==> src/rtl/reg_scan_engine.sv <==
// Bulk load/dump sequencer for the register file.
// Load: writes a contiguous register block from a valid/ready byte stream.
// Dump: reads a contiguous register block out over a registered valid/ready stream.
//
// state   | meaning
// --------+-----------------------------------------------------------
// IDLE    | waiting for Start; samples Mode/BaseAddr/Count on Start
// LOAD    | accepting stream beats, one register write per beat
// DUMP    | streaming registers out; drains the output slot before DONE
// DONE    | one-cycle completion pulse, then back to IDLE
module reg_scan_engine #(
  parameter int W = 8,
  parameter int D = 4
) (
  input  logic         Clk,
  input  logic         Reset_n,
  input  logic         Start,
  input  logic         Mode,
  input  logic [D-1:0] BaseAddr,
  input  logic [D:0]   Count,
  output logic         Busy,
  output logic         Done,
  input  logic [W-1:0] InData,
  input  logic         InValid,
  output logic         InReady,
  output logic [W-1:0] OutData,
  output logic         OutValid,
  input  logic         OutReady,
  output logic         RfWriteEn,
  output logic [D-1:0] RfWaddr,
  output logic [W-1:0] RfDataIn,
  output logic [D-1:0] RfRaddr,
  input  logic [W-1:0] RfDataOut
);

  typedef enum logic [1:0] {
    ST_IDLE = 2'd0,
    ST_LOAD = 2'd1,
    ST_DUMP = 2'd2,
    ST_DONE = 2'd3
  } state_t;

  localparam logic [D:0] FULL = {1'b1, {D{1'b0}}};
  localparam logic [D:0] ONE  = {{D{1'b0}}, 1'b1};

  state_t       state_q, state_d;
  logic [D-1:0] ptr_q, ptr_d;
  logic [D:0]   remain_q, remain_d;
  logic [W-1:0] out_data_q, out_data_d;
  logic         out_valid_q, out_valid_d;
  logic [D:0]   count_sat;
  logic         slot_free;

  assign count_sat = (Count > FULL) ? FULL : Count;
  assign slot_free = !out_valid_q || OutReady;

  assign RfWaddr  = ptr_q;
  assign RfRaddr  = ptr_q;
  assign RfDataIn = InData;
  assign OutData  = out_data_q;
  assign OutValid = out_valid_q;

  // State and datapath registers; reset aborts any operation in flight.
  always_ff @(posedge Clk) begin
    if (!Reset_n) begin
      state_q     <= ST_IDLE;
      ptr_q       <= '0;
      remain_q    <= '0;
      out_data_q  <= '0;
      out_valid_q <= 1'b0;
    end else begin
      state_q     <= state_d;
      ptr_q       <= ptr_d;
      remain_q    <= remain_d;
      out_data_q  <= out_data_d;
      out_valid_q <= out_valid_d;
    end
  end

  // Next-state, pointer/remaining-count updates and handshake outputs.
  always_comb begin
    state_d     = state_q;
    ptr_d       = ptr_q;
    remain_d    = remain_q;
    out_data_d  = out_data_q;
    out_valid_d = out_valid_q;
    Busy        = 1'b0;
    Done        = 1'b0;
    InReady     = 1'b0;
    RfWriteEn   = 1'b0;
    case (state_q)
      ST_IDLE: begin
        if (Start) begin
          ptr_d    = BaseAddr;
          remain_d = count_sat;
          if (count_sat == '0) state_d = ST_DONE;
          else if (Mode)       state_d = ST_DUMP;
          else                 state_d = ST_LOAD;
        end
      end
      ST_LOAD: begin
        Busy      = 1'b1;
        InReady   = 1'b1;
        RfWriteEn = InValid;
        if (InValid) begin
          ptr_d    = ptr_q + 1'b1;
          remain_d = remain_q - 1'b1;
          if (remain_q == ONE) state_d = ST_DONE;
        end
      end
      ST_DUMP: begin
        Busy = 1'b1;
        if (slot_free) begin
          if (remain_q != '0) begin
            out_data_d  = RfDataOut;
            out_valid_d = 1'b1;
            ptr_d       = ptr_q + 1'b1;
            remain_d    = remain_q - 1'b1;
          end else begin
            // The last beat must leave the slot before completion is signalled.
            out_valid_d = 1'b0;
            if (!out_valid_q) state_d = ST_DONE;
          end
        end
      end
      ST_DONE: begin
        Busy    = 1'b1;
        Done    = 1'b1;
        state_d = ST_IDLE;
      end
      default: state_d = ST_IDLE;
    endcase
  end

endmodule

==> config.mk <==
export PLATFORM = sky130hd
export DESIGN_NAME = reg_scan_engine
export DESIGN_NICKNAME = d
export VERILOG_FILES = /design/src/rtl/reg_scan_engine.sv
export SDC_FILE = /design/constraint.sdc
export NUM_CORES = 1
export LEC_CHECK = 0
export CORE_UTILIZATION = 61
export DETAILED_ROUTE_END_ITERATION = 8
export DONT_BUFFER_PORTS = 1
export PLACE_DENSITY = 0.87
export SYNTH_ARGS = -nofsm -noshare
export SYNTH_HDL_FRONTEND = slang
export SYNTH_SLANG_ARGS = --single-unit
==> constraint.sdc <==
create_clock -name Clk -period 3.3 [get_ports Clk]
set_input_delay 0.495 -clock Clk [delete_from_list [all_inputs] [get_ports Clk]]
set_output_delay 0.495 -clock Clk [all_outputs]
set_load 0.1 [all_outputs]
==> metrics.cfg <==
[worst_hold_path]
holdPathStages = 2
hold_path.class = in -> reg

[grt]
grt.total_usage_pct = 25.2
grt_remaining_overflow = 0
grt_start_max_net_pins = 22
grt_pass1_wl_mm = 3.94
grt_pass1_vias = 934
antenna_found_initial = 0

[synth]
synth_cell_type_count = 42
synth-seq-cells = 20
synthTopCellsByArea = dfxtp_1, mux2i_1, ha_1, buf_4, nor2_1
syn-num-nets = 186
synthCells = 147
syn_area_um2 = 1260
seq_area_frac_synth_pct = 31.7
syn_avg_cell_area_um2 = 8.59
synth_top_area_share_pct = 31.7
yosys_warnings = 0
yosysTopAreaCell = dfxtp_1

[floorplanning]
rows = 16
initial_core_util_pct = 64.3
io_pins = 60
fp.coreArea_um2 = 1960
die_w_um = 47.5
dieArea_um2 = 2260
die_y_um = 47.5

[drt]
via_per_inst = 6.26
detail_route.wl_per_cell_um = 16.1
finalWirelength_mm = 2.68
ant_nets = 0
drc = 0
num_vias = 1039
dr.pass1.iters = 4
drt_iter0_drc = 37

[clocking]
post_cts_resized = 0
clock_latency_ns = 0.31
cts-htree-levels = 1
cts_inserted_buffers = 3
cts_root_buf = clkbuf_4
cts_max_path_buffers = 2
post_cts_buffers = 0
clkTransAtPathRegs_ns = 0.12
clock_sinks = 20
cts_tree = built
postCtsHoldBufs = 0

[place]
dpl.cell_count = 162
dp_hpwl_mm = 1.94
gp_congestion = 0.858
io_buffer_count = 0

[critical_path]
required_ns = 3.49
critPathArrivalTime_ns = 2.41
start_kind = flip-flop
r2r_cells = 6
max_stage_delay_ns = 0.61
critPathCaptureType = flip-flop
worstSetupPathType = reg -> reg
worstPathMaxFanout = 15
worst_path_max_delay_cell = or4b_1
crit_chain = inv_1 -> ha_1 -> or4b_1 -> a31oi_4 -> or2_2 -> o32ai_1

[timing]
timing.final.crit_share_pct = 67.3
tns_ns = 0
tightest_slew_ns = 1.03
period_needed_ns = 2.22
hold_viol_final = 0
fin_skew_ns = 0.00210
drv_slew = 0
max_freq_ghz = 0.450
slew_headroom_pct = 31.4
finalSetupViolCount = 0
holdWs_ns = 0.302
rsz0062_at_grt = no

[status]
outcome = finished clean

[layout]
n_antenna_cell = 0
fillers = 187
syn_to_final_growth_pct = 1.49
drive_above_1_share_pct = 13.7
instances_no_fill = 166
final_cell_mix = dfxtp_1, nor2_1, mux2i_1
final_common_cell = dfxtp_1
nets = 179
final_util_pct = 65.3

[run]
maxCapViolCount = 0

area by class of cell:
type / instances / area, µm² / share of cell area, %
Clock inverter: 1 / 30.0 / 2.34
Inverter: 11 / 41.3 / 3.22
Clock buffer: 3 / 22.5 / 1.76
Tap cell: 27 / 33.8 / 2.64
Sequential cell: 20 / 405 / 31.6
Timing Repair Buffer: 7 / 52.6 / 4.10
Multi-Input combinational cell: 97 / 696 / 54.3
metal layers:
metal | track usage [%] | part of all wire [%]
met5 | 0 | 0
met4 | 11.4 | 0.97
met3 | 6.42 | 6.4
met2 | 42.2 | 50
met1 | 30.4 | 43
stage by stage:
| stage | setup slack (ns) | area (µm²) |
|---|---|---|
| after floorplan | 0.679 | 1260 |
| after global routing | 0.992 | 1280 |
| after global placement | 1.26 | 1230 |
| after CTS | 1.11 | 1280 |
| after detailed placement | 1.17 | 1230 |
| final | 1.08 | 1280 |
worst max-delay path, delay by kind of cell, from the launching register on:
kind / cells / cell delay, ns
buffers and inverters: 1 / 0.11
AO/OA/AOI/OAI: 2 / 0.56
adder cells (fa/ha/maj): 1 / 0.23
AND/OR/NAND/NOR: 2 / 0.84
flip-flops: 1 / 0.36
cells in the mapped netlist, drive strengths merged:
cell and number:
or2 1, o221ai 2, buf 15, dfxtp 20, and2 1, or3 2
o31a 1, nor4 1, nor2b 3, o311ai 2, o22ai 2, nand3b 2
a2111o 1, or4b 1, o41ai 1, nor2 14, ha 8, a21boi 1
o31ai 1, clkbuf 4, a22oi 1, nand3 2, o21a 1, o21ai 7
nor3 1, or4 2, inv 11, o21ba 1, nor3b 1, a211o 2
a211oi 1, mux2i 13, a31oi 1, nand2 9, nand2b 1, a21oi 8
o32ai 2
logic make-up after synthesis:
kind of cell             after synthesis  synth area share, %
AO/OA/AOI/OAI                         35                 20.2
adder cells (fa/ha/maj)                8                 7.93
buffers and inverters                 30                 13.2
flip-flops                            20                 31.7
multiplexers                          13                 10.3
AND/OR/NAND/NOR                       41                 16.7
path summary, 6_finish.rpt:
path | startpoint | endpoint | slack (ns)
max | remain_q[0]$_SDFFE_PN0P_ | RfRaddr[3]$_SDFFE_PN0P_ | 1.08
min | Reset_n | remain_q[0]$_SDFFE_PN0P_ | 0.30
max reg2reg | remain_q[0]$_SDFFE_PN0P_ | RfRaddr[3]$_SDFFE_PN0P_ | 1.08
min reg2reg | state_q[0]$_SDFFE_PN0P_ | state_q[0]$_SDFFE_PN0P_ | 0.51
sequential cells by signal, indices dropped and copies added (netlist names):
register,cells
state_q,2
RfRaddr,4
remain_q,5
OutData,8
OutValid,1
Power is left out: the tool's default activity adds up to more than one toggle a clock period on the data nets, which glitch-free logic cannot reach.
